<file path="src/rtl/rv32im_muldiv_issue_if.sv">
// Handshake bundle between the pipeline/execute side, the issue block and the mul/div unit.
interface rv32im_muldiv_issue_if #(
    parameter int unsigned XLEN = 32
);
    logic            flush_i;
    logic            issue_valid_i;
    logic            issue_ready_o;
    logic [2:0]      funct3_i;
    logic [4:0]      rd_i;
    logic [XLEN-1:0] rs1_i;
    logic [XLEN-1:0] rs2_i;
    logic            stall_o;
    logic            wb_valid_o;
    logic [4:0]      wb_rd_o;
    logic [XLEN-1:0] wb_data_o;
    logic            wb_ack_i;
    logic            error_o;
    logic            md_clear_o;
    logic [2:0]      md_operation_o;
    logic [XLEN-1:0] md_operand1_o;
    logic [XLEN-1:0] md_operand2_o;
    logic            md_data_ready_o;
    logic            md_busy_i;
    logic            md_data_ready_i;
    logic [XLEN-1:0] md_result_i;
    logic            md_writeback_ce_o;

    modport master (
        input  flush_i, issue_valid_i, funct3_i, rd_i, rs1_i, rs2_i, wb_ack_i,
        input  md_busy_i, md_data_ready_i, md_result_i,
        output issue_ready_o, stall_o, wb_valid_o, wb_rd_o, wb_data_o, error_o,
        output md_clear_o, md_operation_o, md_operand1_o, md_operand2_o,
        output md_data_ready_o, md_writeback_ce_o
    );

    modport slave (
        output flush_i, issue_valid_i, funct3_i, rd_i, rs1_i, rs2_i, wb_ack_i,
        output md_busy_i, md_data_ready_i, md_result_i,
        input  issue_ready_o, stall_o, wb_valid_o, wb_rd_o, wb_data_o, error_o,
        input  md_clear_o, md_operation_o, md_operand1_o, md_operand2_o,
        input  md_data_ready_o, md_writeback_ce_o
    );
endinterface

</file>
<file path="src/rtl/rv32im_muldiv_issue.sv">
// Pipeline-side issue/handshake FSM for the RV32M multiply/divide unit, with hang watchdog.
// Optional single-entry result cache enabled by defining MULDIV_RESULT_CACHE_EN.
module rv32im_muldiv_issue #(
    parameter int unsigned XLEN           = 32,
    parameter int unsigned TIMEOUT_CYCLES = 64
) (
    input  logic                   clk_i,
    input  logic                   clear_i,
    rv32im_muldiv_issue_if.master  bus
);
    localparam int unsigned CntW = $clog2(TIMEOUT_CYCLES + 1);

    typedef enum logic [2:0] {
        StIdle,
        StSend,
        StWaitBusy,
        StWaitDone,
        StWb,
        StWbDrop
    } state_e;

    state_e          state_q, state_d;
    logic [2:0]      op_q;
    logic [4:0]      rd_q;
    logic [XLEN-1:0] op1_q, op2_q;
    logic [XLEN-1:0] wb_data_q;
    logic [CntW-1:0] cnt_q;
    logic [CntW-1:0] cnt_inc;
    logic            error_q;
    logic            clr_pulse_q;
    logic            from_cache_q;

    logic            in_wait;
    logic            done;
    logic            wd_fire;
    logic            accept;
    logic            rd_zero;
    logic            cache_hit;

    assign in_wait = (state_q == StWaitBusy) || (state_q == StWaitDone);
    assign done    = (state_q == StWaitDone) && !bus.md_busy_i && bus.md_data_ready_i;
    assign cnt_inc = cnt_q + 1'b1;
    // A real completion wins over the watchdog when both land in the same cycle.
    assign wd_fire = in_wait && !done && (cnt_inc == CntW'(TIMEOUT_CYCLES));
    assign accept  = (state_q == StIdle) && bus.issue_valid_i && !bus.flush_i;
    assign rd_zero = (bus.rd_i == 5'd0);

`ifdef MULDIV_RESULT_CACHE_EN
    logic            cache_valid_q;
    logic [2:0]      cache_op_q;
    logic [XLEN-1:0] cache_op1_q, cache_op2_q, cache_res_q;

    assign cache_hit = cache_valid_q && (cache_op_q == bus.funct3_i) &&
                       (cache_op1_q == bus.rs1_i) && (cache_op2_q == bus.rs2_i);

    always_ff @(posedge clk_i) begin
        if (clear_i) begin
            cache_valid_q <= 1'b0;
            cache_op_q    <= '0;
            cache_op1_q   <= '0;
            cache_op2_q   <= '0;
            cache_res_q   <= '0;
        end else if (!bus.flush_i) begin
            if (done) begin
                cache_valid_q <= 1'b1;
                cache_op_q    <= op_q;
                cache_op1_q   <= op1_q;
                cache_op2_q   <= op2_q;
                cache_res_q   <= bus.md_result_i;
            end else if (wd_fire) begin
                cache_valid_q <= 1'b0;
            end
        end
    end
`else
    assign cache_hit = 1'b0;
`endif

    always_ff @(posedge clk_i) begin
        if (clear_i) begin
            state_q <= StIdle;
        end else begin
            state_q <= state_d;
        end
    end

    always_comb begin
        state_d = state_q;
        if (bus.flush_i) begin
            state_d = StIdle;
        end else begin
            case (state_q)
                StIdle: begin
                    if (bus.issue_valid_i) begin
                        if (rd_zero) begin
                            state_d = StWbDrop;
                        end else if (cache_hit) begin
                            state_d = StWb;
                        end else begin
                            state_d = StSend;
                        end
                    end
                end
                StSend:     state_d = StWaitBusy;
                StWaitBusy: begin
                    if (wd_fire) begin
                        state_d = StWb;
                    end else if (bus.md_busy_i) begin
                        state_d = StWaitDone;
                    end
                end
                StWaitDone: begin
                    if (done || wd_fire) begin
                        state_d = StWb;
                    end
                end
                StWb: begin
                    if (bus.wb_ack_i) begin
                        state_d = StIdle;
                    end
                end
                StWbDrop:   state_d = StIdle;
                default:    state_d = StIdle;
            endcase
        end
    end

    always_comb begin
        bus.issue_ready_o     = (state_q == StIdle);
        bus.stall_o           = (state_q != StIdle);
        bus.md_data_ready_o   = (state_q == StSend);
        bus.wb_valid_o        = (state_q == StWb) && !bus.flush_i;
        // Cached results never reached the unit, so there is nothing for it to retire.
        bus.md_writeback_ce_o = (state_q == StWb) && bus.wb_ack_i && !bus.flush_i &&
                                !from_cache_q;
        bus.md_clear_o        = clear_i || clr_pulse_q;
        bus.md_operation_o    = op_q;
        bus.md_operand1_o     = op1_q;
        bus.md_operand2_o     = op2_q;
        bus.wb_rd_o           = rd_q;
        bus.wb_data_o         = wb_data_q;
        bus.error_o           = error_q;
    end

    always_ff @(posedge clk_i) begin
        if (clear_i) begin
            op_q         <= '0;
            rd_q         <= '0;
            op1_q        <= '0;
            op2_q        <= '0;
            wb_data_q    <= '0;
            cnt_q        <= '0;
            error_q      <= 1'b0;
            clr_pulse_q  <= 1'b0;
            from_cache_q <= 1'b0;
        end else begin
            clr_pulse_q <= bus.flush_i || wd_fire;
            if (accept) begin
                op_q         <= bus.funct3_i;
                rd_q         <= bus.rd_i;
                op1_q        <= bus.rs1_i;
                op2_q        <= bus.rs2_i;
                from_cache_q <= cache_hit && !rd_zero;
`ifdef MULDIV_RESULT_CACHE_EN
                if (cache_hit && !rd_zero) begin
                    wb_data_q <= cache_res_q;
                end
`endif
            end
            if (state_q == StSend) begin
                cnt_q <= '0;
            end else if (in_wait) begin
                cnt_q <= cnt_inc;
            end
            if (!bus.flush_i) begin
                if (done) begin
                    wb_data_q <= bus.md_result_i;
                end else if (wd_fire) begin
                    wb_data_q <= '1;
                    error_q   <= 1'b1;
                end
            end
        end
    end
endmodule

</file>
<file path="src/flat_wrapper.sv">
// flat-port wrapper written by rule: the top's interface ports become plain ports
module rv32im_muldiv_issue_flat 
#(
    parameter int unsigned XLEN           = 32,
    parameter int unsigned TIMEOUT_CYCLES = 64
)
  (clk_i, clear_i, bus_flush_i, bus_issue_valid_i, bus_funct3_i, bus_rd_i, bus_rs1_i, bus_rs2_i, bus_wb_ack_i, bus_md_busy_i, bus_md_data_ready_i, bus_md_result_i, bus_issue_ready_o, bus_stall_o, bus_wb_valid_o, bus_wb_rd_o, bus_wb_data_o, bus_error_o, bus_md_clear_o, bus_md_operation_o, bus_md_operand1_o, bus_md_operand2_o, bus_md_data_ready_o, bus_md_writeback_ce_o);
  rv32im_muldiv_issue_if #(.XLEN(XLEN)) bus_i ();
  input  logic clk_i;
  input  logic clear_i;
  input wire logic [$bits(bus_i.flush_i)-1:0] bus_flush_i;
  input wire logic [$bits(bus_i.issue_valid_i)-1:0] bus_issue_valid_i;
  input wire logic [$bits(bus_i.funct3_i)-1:0] bus_funct3_i;
  input wire logic [$bits(bus_i.rd_i)-1:0] bus_rd_i;
  input wire logic [$bits(bus_i.rs1_i)-1:0] bus_rs1_i;
  input wire logic [$bits(bus_i.rs2_i)-1:0] bus_rs2_i;
  input wire logic [$bits(bus_i.wb_ack_i)-1:0] bus_wb_ack_i;
  input wire logic [$bits(bus_i.md_busy_i)-1:0] bus_md_busy_i;
  input wire logic [$bits(bus_i.md_data_ready_i)-1:0] bus_md_data_ready_i;
  input wire logic [$bits(bus_i.md_result_i)-1:0] bus_md_result_i;
  output wire logic [$bits(bus_i.issue_ready_o)-1:0] bus_issue_ready_o;
  output wire logic [$bits(bus_i.stall_o)-1:0] bus_stall_o;
  output wire logic [$bits(bus_i.wb_valid_o)-1:0] bus_wb_valid_o;
  output wire logic [$bits(bus_i.wb_rd_o)-1:0] bus_wb_rd_o;
  output wire logic [$bits(bus_i.wb_data_o)-1:0] bus_wb_data_o;
  output wire logic [$bits(bus_i.error_o)-1:0] bus_error_o;
  output wire logic [$bits(bus_i.md_clear_o)-1:0] bus_md_clear_o;
  output wire logic [$bits(bus_i.md_operation_o)-1:0] bus_md_operation_o;
  output wire logic [$bits(bus_i.md_operand1_o)-1:0] bus_md_operand1_o;
  output wire logic [$bits(bus_i.md_operand2_o)-1:0] bus_md_operand2_o;
  output wire logic [$bits(bus_i.md_data_ready_o)-1:0] bus_md_data_ready_o;
  output wire logic [$bits(bus_i.md_writeback_ce_o)-1:0] bus_md_writeback_ce_o;
  assign bus_i.flush_i = bus_flush_i;
  assign bus_i.issue_valid_i = bus_issue_valid_i;
  assign bus_i.funct3_i = bus_funct3_i;
  assign bus_i.rd_i = bus_rd_i;
  assign bus_i.rs1_i = bus_rs1_i;
  assign bus_i.rs2_i = bus_rs2_i;
  assign bus_i.wb_ack_i = bus_wb_ack_i;
  assign bus_i.md_busy_i = bus_md_busy_i;
  assign bus_i.md_data_ready_i = bus_md_data_ready_i;
  assign bus_i.md_result_i = bus_md_result_i;
  assign bus_issue_ready_o = bus_i.issue_ready_o;
  assign bus_stall_o = bus_i.stall_o;
  assign bus_wb_valid_o = bus_i.wb_valid_o;
  assign bus_wb_rd_o = bus_i.wb_rd_o;
  assign bus_wb_data_o = bus_i.wb_data_o;
  assign bus_error_o = bus_i.error_o;
  assign bus_md_clear_o = bus_i.md_clear_o;
  assign bus_md_operation_o = bus_i.md_operation_o;
  assign bus_md_operand1_o = bus_i.md_operand1_o;
  assign bus_md_operand2_o = bus_i.md_operand2_o;
  assign bus_md_data_ready_o = bus_i.md_data_ready_o;
  assign bus_md_writeback_ce_o = bus_i.md_writeback_ce_o;
  rv32im_muldiv_issue #(.XLEN(XLEN), .TIMEOUT_CYCLES(TIMEOUT_CYCLES)) u_core (.clk_i(clk_i), .clear_i(clear_i), .bus(bus_i));
endmodule
</file>
<file path="config.mk">
export PLATFORM = sky130hd
export DESIGN_NAME = rv32im_muldiv_issue_flat
export DESIGN_NICKNAME = d
export VERILOG_FILES = /design/src/rtl/rv32im_muldiv_issue_if.sv /design/src/rtl/rv32im_muldiv_issue.sv /design/src/flat_wrapper.sv
export SDC_FILE = /design/constraint.sdc
export NUM_CORES = 1
export LEC_CHECK = 0
export BUFFER_PORTS_ARGS = -buffer_cell sky130_fd_sc_hd__buf_2
export CORE_MARGIN = 2
export CORE_UTILIZATION = 40
export CTS_CLUSTER_SIZE = 30
export DETAILED_ROUTE_END_ITERATION = 10
export PLACE_DENSITY = 0.78
export SYNTH_ARGS = -nofsm -noshare
export SYNTH_HDL_FRONTEND = slang
export SYNTH_SLANG_ARGS = --single-unit
</file>
<file path="constraint.sdc">
create_clock -name clk_i -period 1.8 [get_ports clk_i]
set_clock_uncertainty 0.1 [all_clocks]
set_input_delay 0.27 -clock clk_i [delete_from_list [all_inputs] [get_ports clk_i]]
set_output_delay 0.27 -clock clk_i [all_outputs]
set_load 0.01 [all_outputs]
</file>
==> Word-level counts from Yosys, hierarchy flattened <==
Index checks and enable logic that the tools add are counted.
{ "op_classes": {"addsub": 1, "n_mul": 0, "div": 0, "order_cmp": 0, "n_eq_ne": 9, "n_shift": 0, "muxes": 9, "bitwise": 2, "n_reduce_logical": 25} }
{ "op_table": {"columns": ["operator", "n"], "rows": [
  ["32-bit 2-to-1 mux", 2],
  ["3-bit 2-to-1 mux", 6],
  ["3-bit one-hot mux with 5 select lines", 1],
  ["1-bit logical AND", 9],
  ["7-bit by 1-bit adder with 7-bit output (second input constant)", 1],
  ["7-bit equality test (second input constant)", 1],
  ["3-bit by 2-bit equality test with 1-bit output (second input constant)", 2],
  ["2-bit != test (second input constant)", 3],
  ["5-bit zero test", 1],
  ["1-bit logical OR", 4],
  ["4-bit AND reduction", 1],
  ["2-bit OR reduction", 2],
  ["3-bit by 1-bit equality test with 1-bit output (second input constant)", 1],
  ["3-bit equality test (second input constant)", 1],
  ["1-bit zero test", 3],
  ["3-bit zero test", 1],
  ["3-bit by 2-bit != test with 1-bit output (second input constant)", 1],
  ["3-bit AND reduction", 1],
  ["3-bit nonzero test", 1],
  ["1-bit NOT", 2],
  ["2-bit AND reduction", 1],
  ["2-bit nonzero test", 1]
]} }
{ "totals": {"register_bits": 116, "latchBits": 0, "ramBits": 0, "rom_bits": 0, "inputBits": 111, "out_inout_bits": 111, "word_cells": 55, "mem_count": 0} }

==> Logic depth before layout (Yosys ltp) <==
Gate-level depths: netlist (run 1).
{ "depth": {"depth_word": 9, "mapped_depth": 8, "mapped_depth_nobuf": 5} }

==> Worst setup path before layout (run 1) <==
Ideal clock, no wire load.
{ "synth_timing": {"kind": "reg-to-reg", "start": "register u_core.state_q[2]", "end": "register u_core.op2_q[26] (netlist: u_core.bus.md_operand2_o[26])", "arrival_ns": 1.482, "path_slack_ns": 0.075, "stages_incl_launch_ff": 8, "synth_period_minus_slack_ns": 1.725, "path_cell_list": "dfxtp_1 > buf_6 > or3_4 > inv_2 > nand3_1 > clkbuf_1 > nand2_1 > a21oi_1"} }
{ "synth_between": {"elab_chain_len": 3} }
{ "synth_rtl": {"columns": ["item", "line_no", "text"], "rows": [
  ["start: declaration", "rv32im_muldiv_issue.sv:22", "state_e state_q, state_d;"],
  ["start signal: assignment", "rv32im_muldiv_issue.sv:81", "state_q <= StIdle;"],
  ["start signal: assignment", "rv32im_muldiv_issue.sv:83", "state_q <= state_d;"],
  ["3-bit zero test", null, null],
  ["named net bus_issue_ready_o", "flat_wrapper.sv:21", "output wire logic [$bits(bus_i.issue_ready_o)-1:0] bus_issue_ready_o;"],
  ["1-bit logical AND (2 in a row)", "rv32im_muldiv_issue.sv:45", "assign accept = (state_q == StIdle) && bus.issue_valid_i && !bus.flush_i;"],
  ["end signal: assignment", "rv32im_muldiv_issue.sv:162", "op2_q <= bus.rs2_i;"],
  ["end: declaration", "rv32im_muldiv_issue.sv:25", "logic [XLEN-1:0] op1_q, op2_q;"]
]} }
The timed path passes the listed nets, and every way through them passes these cells.
A chain may end at the register's enable or synchronous reset.

==> Worst setup path in the final report (run 1) <==
{ "layout_timing": {"start": "register u_core.state_q[2]", "end": "output port bus_issue_ready_o"} }
{ "layout_between": {"elab_chain_len": 1} }
{ "layout_rtl": {"columns": ["item", "line_no", "text"], "rows": [
  ["3-bit zero test", "rv32im_muldiv_issue.sv:129", "bus.issue_ready_o = (state_q == StIdle);"],
  ["end: declaration", "flat_wrapper.sv:21", null]
]} }
No other way between the ends.

==> results of run 1 <==
-- per-stage QoR --
step	cells	TNS, ps
floorplan	575	0
global placement	914	0
detailed placement	914	-48.2
CTS	1014	0
global route	1022	-103
finish	1022	0
-- flip-flops by register name, indices dropped and copies added, names as in the netlist --
register / cells
u_core.bus.md_operand1_o: 32
u_core.bus.md_operand2_o: 32
u_core.bus.wb_data_o: 32
u_core.cnt_q: 7
u_core.bus.wb_rd_o: 5
u_core.bus.md_operation_o: 3
u_core.state_q: 3
u_core.bus.error_o: 1
u_core.clr_pulse_q: 1
-- metal layers --
| metal | vias to the layer above | wire length (um) | GRT usage |
|---|---|---|---|
| met5 | - | 0 | 0 |
| met4 | 0 | 563 | 0.102 |
| met3 | 57 | 1180 | 0.0871 |
| met2 | 228 | 7760 | 0.404 |
| met1 | 2368 | 6290 | 0.250 |
| li1 | 2522 | - | - |
-- what timing repair did --
action / 4_1_cts / 5_1_grt
endpoints found under the hold margin: 66 / 1
endpoints found under the setup margin: 7 / 59
resized for setup: 7 / 21
hold buffers: 66 / 1
setup buffers: 2 / 3
gates cloned: 0 / 4
pin swaps: 4 / 6
-- final cells by class --
type,instances,area share
flip-flops and latches,116,0.305
multi-input cells,410,0.304
repair buffers,313,0.279
clock inverters,12,0.0264
well taps,147,0.0241
inverters,4,0.00197
clock buffers,20,0.0585
-- worst max-delay path: cells and delay by family (launching register included) --
family	cells	cell delay, ps
AND/OR/NAND/NOR	1	420
flip-flops	1	340
buffers and inverters	2	220
-- power by group --
part | switching (W) | total (W) | internal (W)
clock | 0.00122 | 0.00371 | 0.00250
sequential | 0.0000466 | 0.00270 | 0.00265
combinational | 0.000414 | 0.000793 | 0.000379
total | 0.00168 | 0.00721 | 0.00553
-- worst max path at each step --
| stage | start | endpoint | slack (ps) | cells past startpoint |
|---|---|---|---|---|
| 6_report | u_core.state_q[2]$_SDFFE_PP0P_ | bus_issue_ready_o | 30 | 3 |
| 5_1_grt | u_core.state_q[2]$_SDFFE_PP0P_ | u_core.bus.md_operand2_o[1]$_SDFFE_PP0P_ | -20 | 6 |
| 3_5_place_dp | u_core.cnt_q[1]$_SDFFE_PP0P_ | u_core.bus.wb_data_o[31]$_SDFFE_PP0P_ | -40 | 6 |
| 2_1_floorplan | u_core.state_q[2]$_SDFFE_PP0P_ | u_core.bus.md_operand2_o[26]$_SDFFE_PP0P_ | 80 | 7 |
| 3_3_place_gp | u_core.cnt_q[1]$_SDFFE_PP0P_ | u_core.bus.wb_data_o[0]$_SDFFE_PP0P_ | 60 | 6 |
| 4_1_cts | u_core.state_q[1]$_SDFFE_PP0P_ | bus_md_writeback_ce_o | 7 | 5 |
-- synthesized netlist by cell type, types with 2 or more instances --
master     instances  share of area
and4b_1            2         0.0041
a211oi_1           5         0.0078
nor3_1             3         0.0031
a211oi_2          28          0.073
nand2b_1           3         0.0039
buf_6             11          0.026
xor2_1             3         0.0054
xnor2_1            3         0.0054
nand2_1          153           0.12
inv_1              2         0.0016
inv_2              2         0.0016
dfxtp_1          116           0.48
nor2b_1            2         0.0026
clkbuf_1          30          0.023
nand3_1            3         0.0031
mux2i_1            2         0.0041
and3_1             3         0.0039
a21oi_1           76          0.079
o2bb2ai_1         31          0.056
nor2_1            75          0.058
buf_2              3         0.0031
-- kinds of logic after synthesis --
family,after synthesis,share of synthesized area
fa+ha+maj,1,0.00259
buf+inv,49,0.0584
xor+xnor,6,0.0109
flops,116,0.481
compound gates,147,0.227
mux,2,0.00415
simple gates,254,0.215
-- placed cells by master (no fill, tap or decap), drive strengths merged --
cell type / count
nand3: 3
clkbuf: 24
nand2: 153
nor4: 1
inv: 6
bufinv: 5
o2bb2ai: 31
a21oi: 76
or2: 1
o32ai: 1
o21bai: 1
and3b: 1
or3: 1
and4b: 2
nand2b: 3
a211oi: 33
o211ai: 1
clkinvlp: 2
ha: 1
nand3b: 1
nor2: 76
buf: 242
a21o: 1
nor3: 3
nor4b: 1
mux2i: 2
and2: 1
or4: 1
xor2: 3
nor2b: 2
nand4b: 1
o21ai: 1
o31ai: 1
and3: 3
clkinv: 3
o22a: 1
dlygate4sd3: 67
xnor2: 3
dfxtp: 116
==> impl_metrics.py, run 1 <==
metrics = {
    "sta": {
        "min_period_over_period": 0.981,
        "layout_min_cycle_time_ps": 1770,
        "drv_slew": 0,
        "whs_ps": 20.2,
        "rsz0062_at_grt": "yes",
        "hold_viol": 0,
        "setup_slack_ps": 33.6,
        "max_freq_mhz": 566,
        "setup_violations": 0,
        "slew_headroom": 0.738,
        "worstMarginPinSlew_ps": 393,
    },
    "cts": {
        "h-tree-depth": 4,
        "cts_root_buf": "clkbuf_16",
        "cts_sinks": 116,
        "clkTransAtPathRegs_ps": 60,
        "cts_buffer_depth": 2,
        "clk_latency_ps": 410,
        "numCtsBuffers": 17,
        "cts_tree": "built",
    },
    "final_layout": {
        "fin_area_sq_um": 7630,
        "ff_latch_area_sq_um": 2330,
        "num_antenna_cells": 0,
        "area_growth_pct": 58.2,
        "multi_input_area_sq_um": 2320,
        "fill_cells": 946,
        "fin_util": 0.641,
        "nets": 974,
        "layout-drive-gt1-share": 0.376,
    },
    "global_routing": {
        "grt_pass1_wl_um": 23700,
        "grt_max_degree": 73,
        "grtUsageTotal": 0.231,
        "antenna_found_initial": 0,
        "grt_pass1_vias": 4996,
        "grt-ovfl-total": 0,
    },
    "setup_path": {
        "worstPathCellList": "or3_4, inv_2, buf_4",
        "slowest_delay_ps": 420,
        "critPathSlowestCell": "or3_4",
        "cp-end-kind": "output pin",
        "r2r_setup_slack_ps": 40,
        "arrival_ps": 1400,
        "crit_fanout": 5,
        "cp.required_ps": 1430,
        "critPathKind": "reg -> out",
        "crit_path_start_kind": "register",
        "reg2reg_depth": 6,
        "r2r-end": "u_core.bus.md_operand1_o[31]$_SDFFE_PP0P_",
        "timing.rr.start": "u_core.state_q[2]$_SDFFE_PP0P_",
    },
    "floorplan": {
        "fp.dieW_um": 114,
        "die_area_sq_um": 13000,
        "rows": 40,
        "core-area_sq_um": 11900,
        "start_util": 0.405,
        "io_pins": 222,
        "die_h_um": 114,
    },
    "synthesis": {
        "yosysWarnings": 0,
        "synth_top_flop_cell": "dfxtp_1",
        "synth.distinct_cells": 40,
        "async_flop_share": 0,
        "postSynthAreaPerCell_sq_um": 8.39,
        "syn_nets": 687,
        "synth-edff-count": 0,
        "yosys_register_bits": 116,
        "synth_cells": 575,
        "synth.yosys.seq_area_share": 0.481,
        "synth_area_sq_um": 4820,
    },
    "route": {
        "vias": 5175,
        "ant_nets": 0,
        "drc": 0,
        "wire_per_inst_um": 15.5,
        "drt_iter0_markers": 296,
        "routed_via_density": 5.06,
        "drt_wl_total_um": 15800,
        "drtPass1Iterations": 4,
    },
    "place": {
        "hpwl_um": 8760,
        "port_buffers": 221,
        "place_ws_ps": -37.4,
        "place.gp.congestion": 0.808,
        "dpl_cell_area_sq_um": 6050,
    },
    "power": {
        "p_leak_nw": 3.33,
        "report.power.total_w": 0.00721,
        "power_density_nw_per_um2": 944,
        "ir_worst_vdd_mv": 0.752,
    },
    "worst_hold_path": {
        "hold_class": "in -> reg",
        "min_to": "u_core.bus.md_operand1_o[28]$_SDFFE_PP0P_",
        "min_from": "bus_rs1_i[28]",
        "holdPathStages": 3,
    },
    "job": {
        "maxCapViolations": 0,
    },
    "status": {
        "status": "complete, no violations",
    },
}
Power figures use the tool's default switching activity.
==> run 2: changes to the inputs <==
==> constraint.sdc (replaced) <==
create_clock -name clk_i -period 1.8 [get_ports clk_i]
set_clock_uncertainty 0.1 [all_clocks]
set_input_delay 0.09 -clock clk_i [delete_from_list [all_inputs] [get_ports clk_i]]
set_output_delay 0.09 -clock clk_i [all_outputs]
set_load 0.01 [all_outputs]
==> impl_metrics.py, run 2 (synthesized netlist as in run 1, its figures left out) <==
metrics = {
    "global_routing": {
        "grt_pass1_wl_um": 24500,
        "antenna_found_initial": 0,
        "grt-ovfl-total": 0,
        "grtUsageTotal": 0.240,
        "grt_max_degree": 73,
        "grt_pass1_vias": 5163,
    },
    "power": {
        "report.power.total_w": 0.00710,
        "power_density_nw_per_um2": 902,
        "p_leak_nw": 3.42,
        "ir_worst_vdd_mv": 0.743,
    },
    "worst_hold_path": {
        "holdPathStages": 4,
        "min_to": "u_core.bus.wb_data_o[20]$_SDFFE_PP0P_",
        "min_from": "bus_md_result_i[20]",
        "hold_class": "in -> reg",
    },
    "job": {
        "maxCapViolations": 0,
    },
    "place": {
        "hpwl_um": 8720,
        "port_buffers": 221,
        "dpl_cell_area_sq_um": 6050,
        "dp.cells": 915,
        "place.gp.congestion": 0.803,
    },
    "final_layout": {
        "area_growth_pct": 63.1,
        "num_antenna_cells": 0,
        "layoutNonFillerInstCount": 1053,
        "fin_util": 0.661,
        "layout_commonest_cell": "buf_2",
        "layout-drive-gt1-share": 0.358,
        "fin_area_sq_um": 7870,
        "nets": 1006,
        "layout_common_cells": "buf_2 (220), nand2_1 (153), dfxtp_1 (114)",
    },
    "setup_path": {
        "r2r-end": "u_core.bus.wb_data_o[2]$_SDFFE_PP0P_",
        "critPathSlowestCell": "dfxtp_2",
        "crit_fanout": 14,
        "startpoint": "u_core.cnt_q[1]$_SDFFE_PP0P_",
        "worst-path-buf-inv": 1,
        "cp-end-kind": "register",
        "path_delay_family": "compound AO/OA/AOI/OAI gates",
        "arrival_ps": 2020,
        "cp.required_ps": 2030,
        "r2r_setup_slack_ps": 10,
        "reg2reg_depth": 6,
        "worstPathCellList": "ha_4, and4b_2, nand4b_1, o22a_4, buf_12, a211oi_1",
        "crit_path_start_kind": "register",
        "critPathKind": "reg -> reg",
        "timing.rr.start": "u_core.cnt_q[1]$_SDFFE_PP0P_",
        "slowest_delay_ps": 370,
    },
    "status": {
        "status": "complete, no violations",
    },
    "sta": {
        "drv_slew": 0,
        "max_freq_mhz": 559,
        "hold_viol": 0,
        "rsz0062_at_grt": "yes",
        "layout_min_cycle_time_ps": 1790,
        "slew_headroom": 0.733,
        "worstMarginPinSlew_ps": 401,
        "setup_violations": 0,
        "min_period_over_period": 0.994,
    },
    "cts": {
        "clk_latency_ps": 410,
        "cts_sinks": 116,
        "numCtsBuffers": 17,
        "clkTransAtPathRegs_ps": 50,
        "cts_root_buf": "clkbuf_16",
        "h-tree-depth": 4,
        "cts_buffer_depth": 2,
        "cts_tree": "built",
    },
    "route": {
        "wire_per_inst_um": 15.9,
        "drt_wl_total_um": 16700,
        "vias": 5369,
        "routed_via_density": 5.10,
        "drt_iter0_markers": 387,
        "drc": 0,
        "ant_nets": 0,
        "drtPass1Iterations": 5,
    },
    "floorplan": {
        "core-area_sq_um": 11900,
        "start_util": 0.405,
        "rows": 40,
        "die_area_sq_um": 13000,
        "die_h_um": 114,
        "io_pins": 222,
        "fp.dieW_um": 114,
    },
}
-- run 2: changes by cell type in the layout (fill, tap and decap cells not counted), sizes merged --
cell / previous run / this run
bufinv: 5 / 4
clkinv: 3 / 4
dlygate4sd3: 67 / 100
inv: 6 / 4
-- run 2: layout make-up --
type,count,area [sq um]
Clock buffer,21,460
Clock inverter,10,155
Fill cell,893,4040
Inverter,4,15.0
Multi-Input combinational cell,410,2310
Sequential cell,116,2320
Tap cell,147,184
Timing Repair Buffer,345,2420
-- run 2: what timing repair did --
action | in CTS | in global routing
cloned | 0 | 5
hold buffers | 100 | 0
gates resized for setup | 0 | 20
setup endpoints to repair | 3 | 82
buffers inserted | 0 | 2
endpoints found under the hold margin | 99 | 0
pin swaps | 1 | 3
-- run 2: worst max path at each step --
stage | to | slack (ps) | cells after the start
2_1_floorplan | u_core.bus.md_operand2_o[26]$_SDFFE_PP0P_ | 80 | 7
3_3_place_gp | u_core.bus.wb_data_o[1]$_SDFFE_PP0P_ | 70 | 6
3_5_place_dp | u_core.bus.wb_data_o[2]$_SDFFE_PP0P_ | 0.6 | 6
4_1_cts | u_core.bus.wb_data_o[2]$_SDFFE_PP0P_ | 1 | 6
5_1_grt | u_core.bus.wb_data_o[7]$_SDFFE_PP0P_ | -50 | 6
6_report | u_core.bus.wb_data_o[2]$_SDFFE_PP0P_ | 10 | 6
-- run 2: per-layer routing --
metal  up-vias  global-route usage  part of all wire
met5         -                   0                 0
met4         0               0.125             0.033
met3        55              0.0818             0.077
met2       263               0.422              0.50
met1      2465               0.255              0.39
li1       2586                   -                 -
-- run 2: stage by stage --
step                hold WS [ps]  setup WS [ps]  setup TNS, ps
floorplan                    126           75.1              0
global placement             230           65.3              0
detailed placement           236          0.591              0
CTS                         2.92           1.22              0
global route                19.0          -49.7           -739
finish                      16.9           10.4              0
-- run 2: where the power goes --
part           switching, W  internal, W
Combinational      0.000430     0.000420
Clock               0.00118      0.00237
Sequential        0.0000469      0.00266
Total               0.00166      0.00545
-- run 2: tightest hold or removal path: stages --
cell,delay (ps)
buf_2,100
nor2_1,110
o2bb2ai_1,140
a211oi_2,50
==> run 3: changes to the inputs <==
--- a/config.mk
+++ b/config.mk
@@ -10,6 +10,7 @@
 export CORE_UTILIZATION = 40
 export CTS_CLUSTER_SIZE = 30
 export DETAILED_ROUTE_END_ITERATION = 10
+export MAX_ROUTING_LAYER = met4
 export PLACE_DENSITY = 0.78
 export SYNTH_ARGS = -nofsm -noshare
 export SYNTH_HDL_FRONTEND = slang
==> constraint.sdc (replaced) <==
create_clock -name clk_i -period 1.8 [get_ports clk_i]
set_clock_uncertainty 0.1 [all_clocks]
set_input_delay 0.27 -clock clk_i [delete_from_list [all_inputs] [get_ports clk_i]]
set_output_delay 0.27 -clock clk_i [all_outputs]
set_load 0.01 [all_outputs]
==> impl_metrics.py, run 3 (synthesized netlist as in run 1, its figures left out) <==
metrics = {
    "status": {
        "status": "complete, no violations",
    },
    "route": {
        "drc": 0,
        "drtPass1Iterations": 5,
        "routed_via_density": 5.03,
        "vias": 5145,
        "wire_per_inst_um": 15.5,
        "drt_iter0_markers": 278,
        "ant_nets": 0,
        "drt_wl_total_um": 15800,
    },
    "place": {
        "port_buffers": 221,
        "hpwl_um": 8760,
        "place.gp.congestion": 0.820,
    },
    "setup_path": {
        "crit_path_start_kind": "register",
        "critPathCapture": "bus_issue_ready_o",
        "critPathKind": "reg -> out",
        "r2r-end": "u_core.bus.md_operand1_o[31]$_SDFFE_PP0P_",
        "reg2reg_depth": 6,
        "cp-end-kind": "output pin",
        "crit_fanout": 5,
        "arrival_ps": 1390,
        "timing.rr.start": "u_core.state_q[2]$_SDFFE_PP0P_",
        "startpoint": "u_core.state_q[2]$_SDFFE_PP0P_",
        "cp.required_ps": 1430,
        "r2r_setup_slack_ps": 50,
    },
    "final_layout": {
        "layout_commonest_cell": "buf_2",
        "layout-drive-gt1-share": 0.376,
        "layout_common_cells": "buf_2 (218), nand2_1 (153), dfxtp_1 (111)",
        "fill_cells": 946,
        "area_growth_pct": 58.2,
        "num_antenna_cells": 0,
        "nets": 974,
    },
    "cts": {
        "numCtsBuffers": 17,
        "cts_tree": "built",
        "cts_sinks": 116,
        "clk_latency_ps": 410,
        "cts_root_buf": "clkbuf_16",
        "h-tree-depth": 4,
        "cts_buffer_depth": 2,
        "clkTransAtPathRegs_ps": 60,
    },
    "global_routing": {
        "grt_pass1_wl_um": 23600,
        "grt-ovfl-total": 0,
        "grt_max_degree": 73,
        "grt_pass1_vias": 5004,
        "grtUsageTotal": 0.238,
        "antenna_found_initial": 0,
    },
    "power": {
        "report.power.total_w": 0.00720,
        "power_density_nw_per_um2": 944,
        "seq_power_share": 0.375,
        "switching_share": 0.232,
        "ir_worst_vdd_mv": 0.748,
        "p_switching_w": 0.00167,
        "p_int_w": 0.00553,
        "clock_power_share": 0.515,
        "p_comb_frac": 0.110,
        "p_leak_nw": 3.33,
    },
    "floorplan": {
        "die_h_um": 114,
        "rows": 40,
        "die_area_sq_um": 13000,
        "start_util": 0.405,
        "fp.dieW_um": 114,
        "io_pins": 222,
        "core-area_sq_um": 11900,
    },
    "sta": {
        "hold_viol": 0,
        "slew_headroom": 0.741,
        "min_period_over_period": 0.976,
        "fin_tns_setup_ps": 0,
        "max_freq_mhz": 569,
        "layout_min_cycle_time_ps": 1760,
        "drv_slew": 0,
        "rsz0062_at_grt": "yes",
        "worstMarginPinSlew_ps": 388,
        "setup_violations": 0,
    },
    "job": {
        "maxCapViolations": 0,
    },
    "worst_hold_path": {
        "hold_class": "in -> reg",
        "min_from": "bus_rs1_i[28]",
        "holdPathStages": 3,
    },
}
-- run 3: area by class of cell --
cell class / count / area (sq um) / share of cell area
tap: 147 / 184 / 0.0241
sequential: 116 / 2330 / 0.305
inverter: 4 / 15.0 / 0.00197
timing repair buffer: 313 / 2130 / 0.279
clock buffer: 20 / 447 / 0.0585
clock inverter: 12 / 201 / 0.0264
multi-input combinational: 410 / 2320 / 0.304
-- run 3: through the flow --
step                      instances  utilization  area (sq um)  setup WS, ps  hold WS, ps
after CTS                      1014        0.621          7400          6.75        0.378
after global routing           1022        0.641          7630         -17.1         14.0
after detailed placement        914        0.508          6050         -37.4          344
after global placement          914        0.508          6050          62.6          338
final                          1022        0.641          7630          42.6         19.3
after floorplan                 575            -          4820          75.1          306
-- run 3: repair_timing --
item | in CTS | in global routing
endpoints found under the setup margin | 7 | 59
buffers inserted | 2 | 3
gates cloned | 0 | 4
pin swaps | 4 | 6
gates resized for setup | 7 | 21
hold buffers | 66 | 1
hold endpoints to repair | 66 | 1
-- run 3: worst min-delay path by stage --
stage	endpoint	slack [ps]
floorplan	u_core.bus.md_operand1_o[0]$_SDFFE_PP0P_	310
global placement	u_core.bus.md_operand1_o[14]$_SDFFE_PP0P_	340
detailed placement	u_core.bus.md_operand2_o[18]$_SDFFE_PP0P_	340
CTS	u_core.bus.wb_rd_o[4]$_SDFFE_PP0P_	0.4
global route	u_core.bus.md_operand1_o[28]$_SDFFE_PP0P_	10
finish	u_core.bus.md_operand1_o[28]$_SDFFE_PP0P_	20
-- run 3: power groups by stage --
stage	clock, W	combinational, W	sequential [W]
6_report	0.00371	0.000795	0.00270
5_1_grt	0.00388	0.000863	0.00271
4_1_cts	0.00375	0.000737	0.00270
3_5_place_dp	0	0.000618	0.00275
3_3_place_gp	0	0.000613	0.00275
2_1_floorplan	0	0.000301	0.00279
-- run 3: metal layers --
metal	track usage	routed length (um)	up-vias
met5	-	0	-
met3	0.0749	1040	40
met1	0.259	6440	2366
met2	0.404	7860	217
li1	-	-	2522
met4	0.0951	482	0
-- run 3: critical path: stages (launching register included) --
cell	delay, ps
dfxtp_2	340
or3_4	420
inv_2	90
buf_4	130
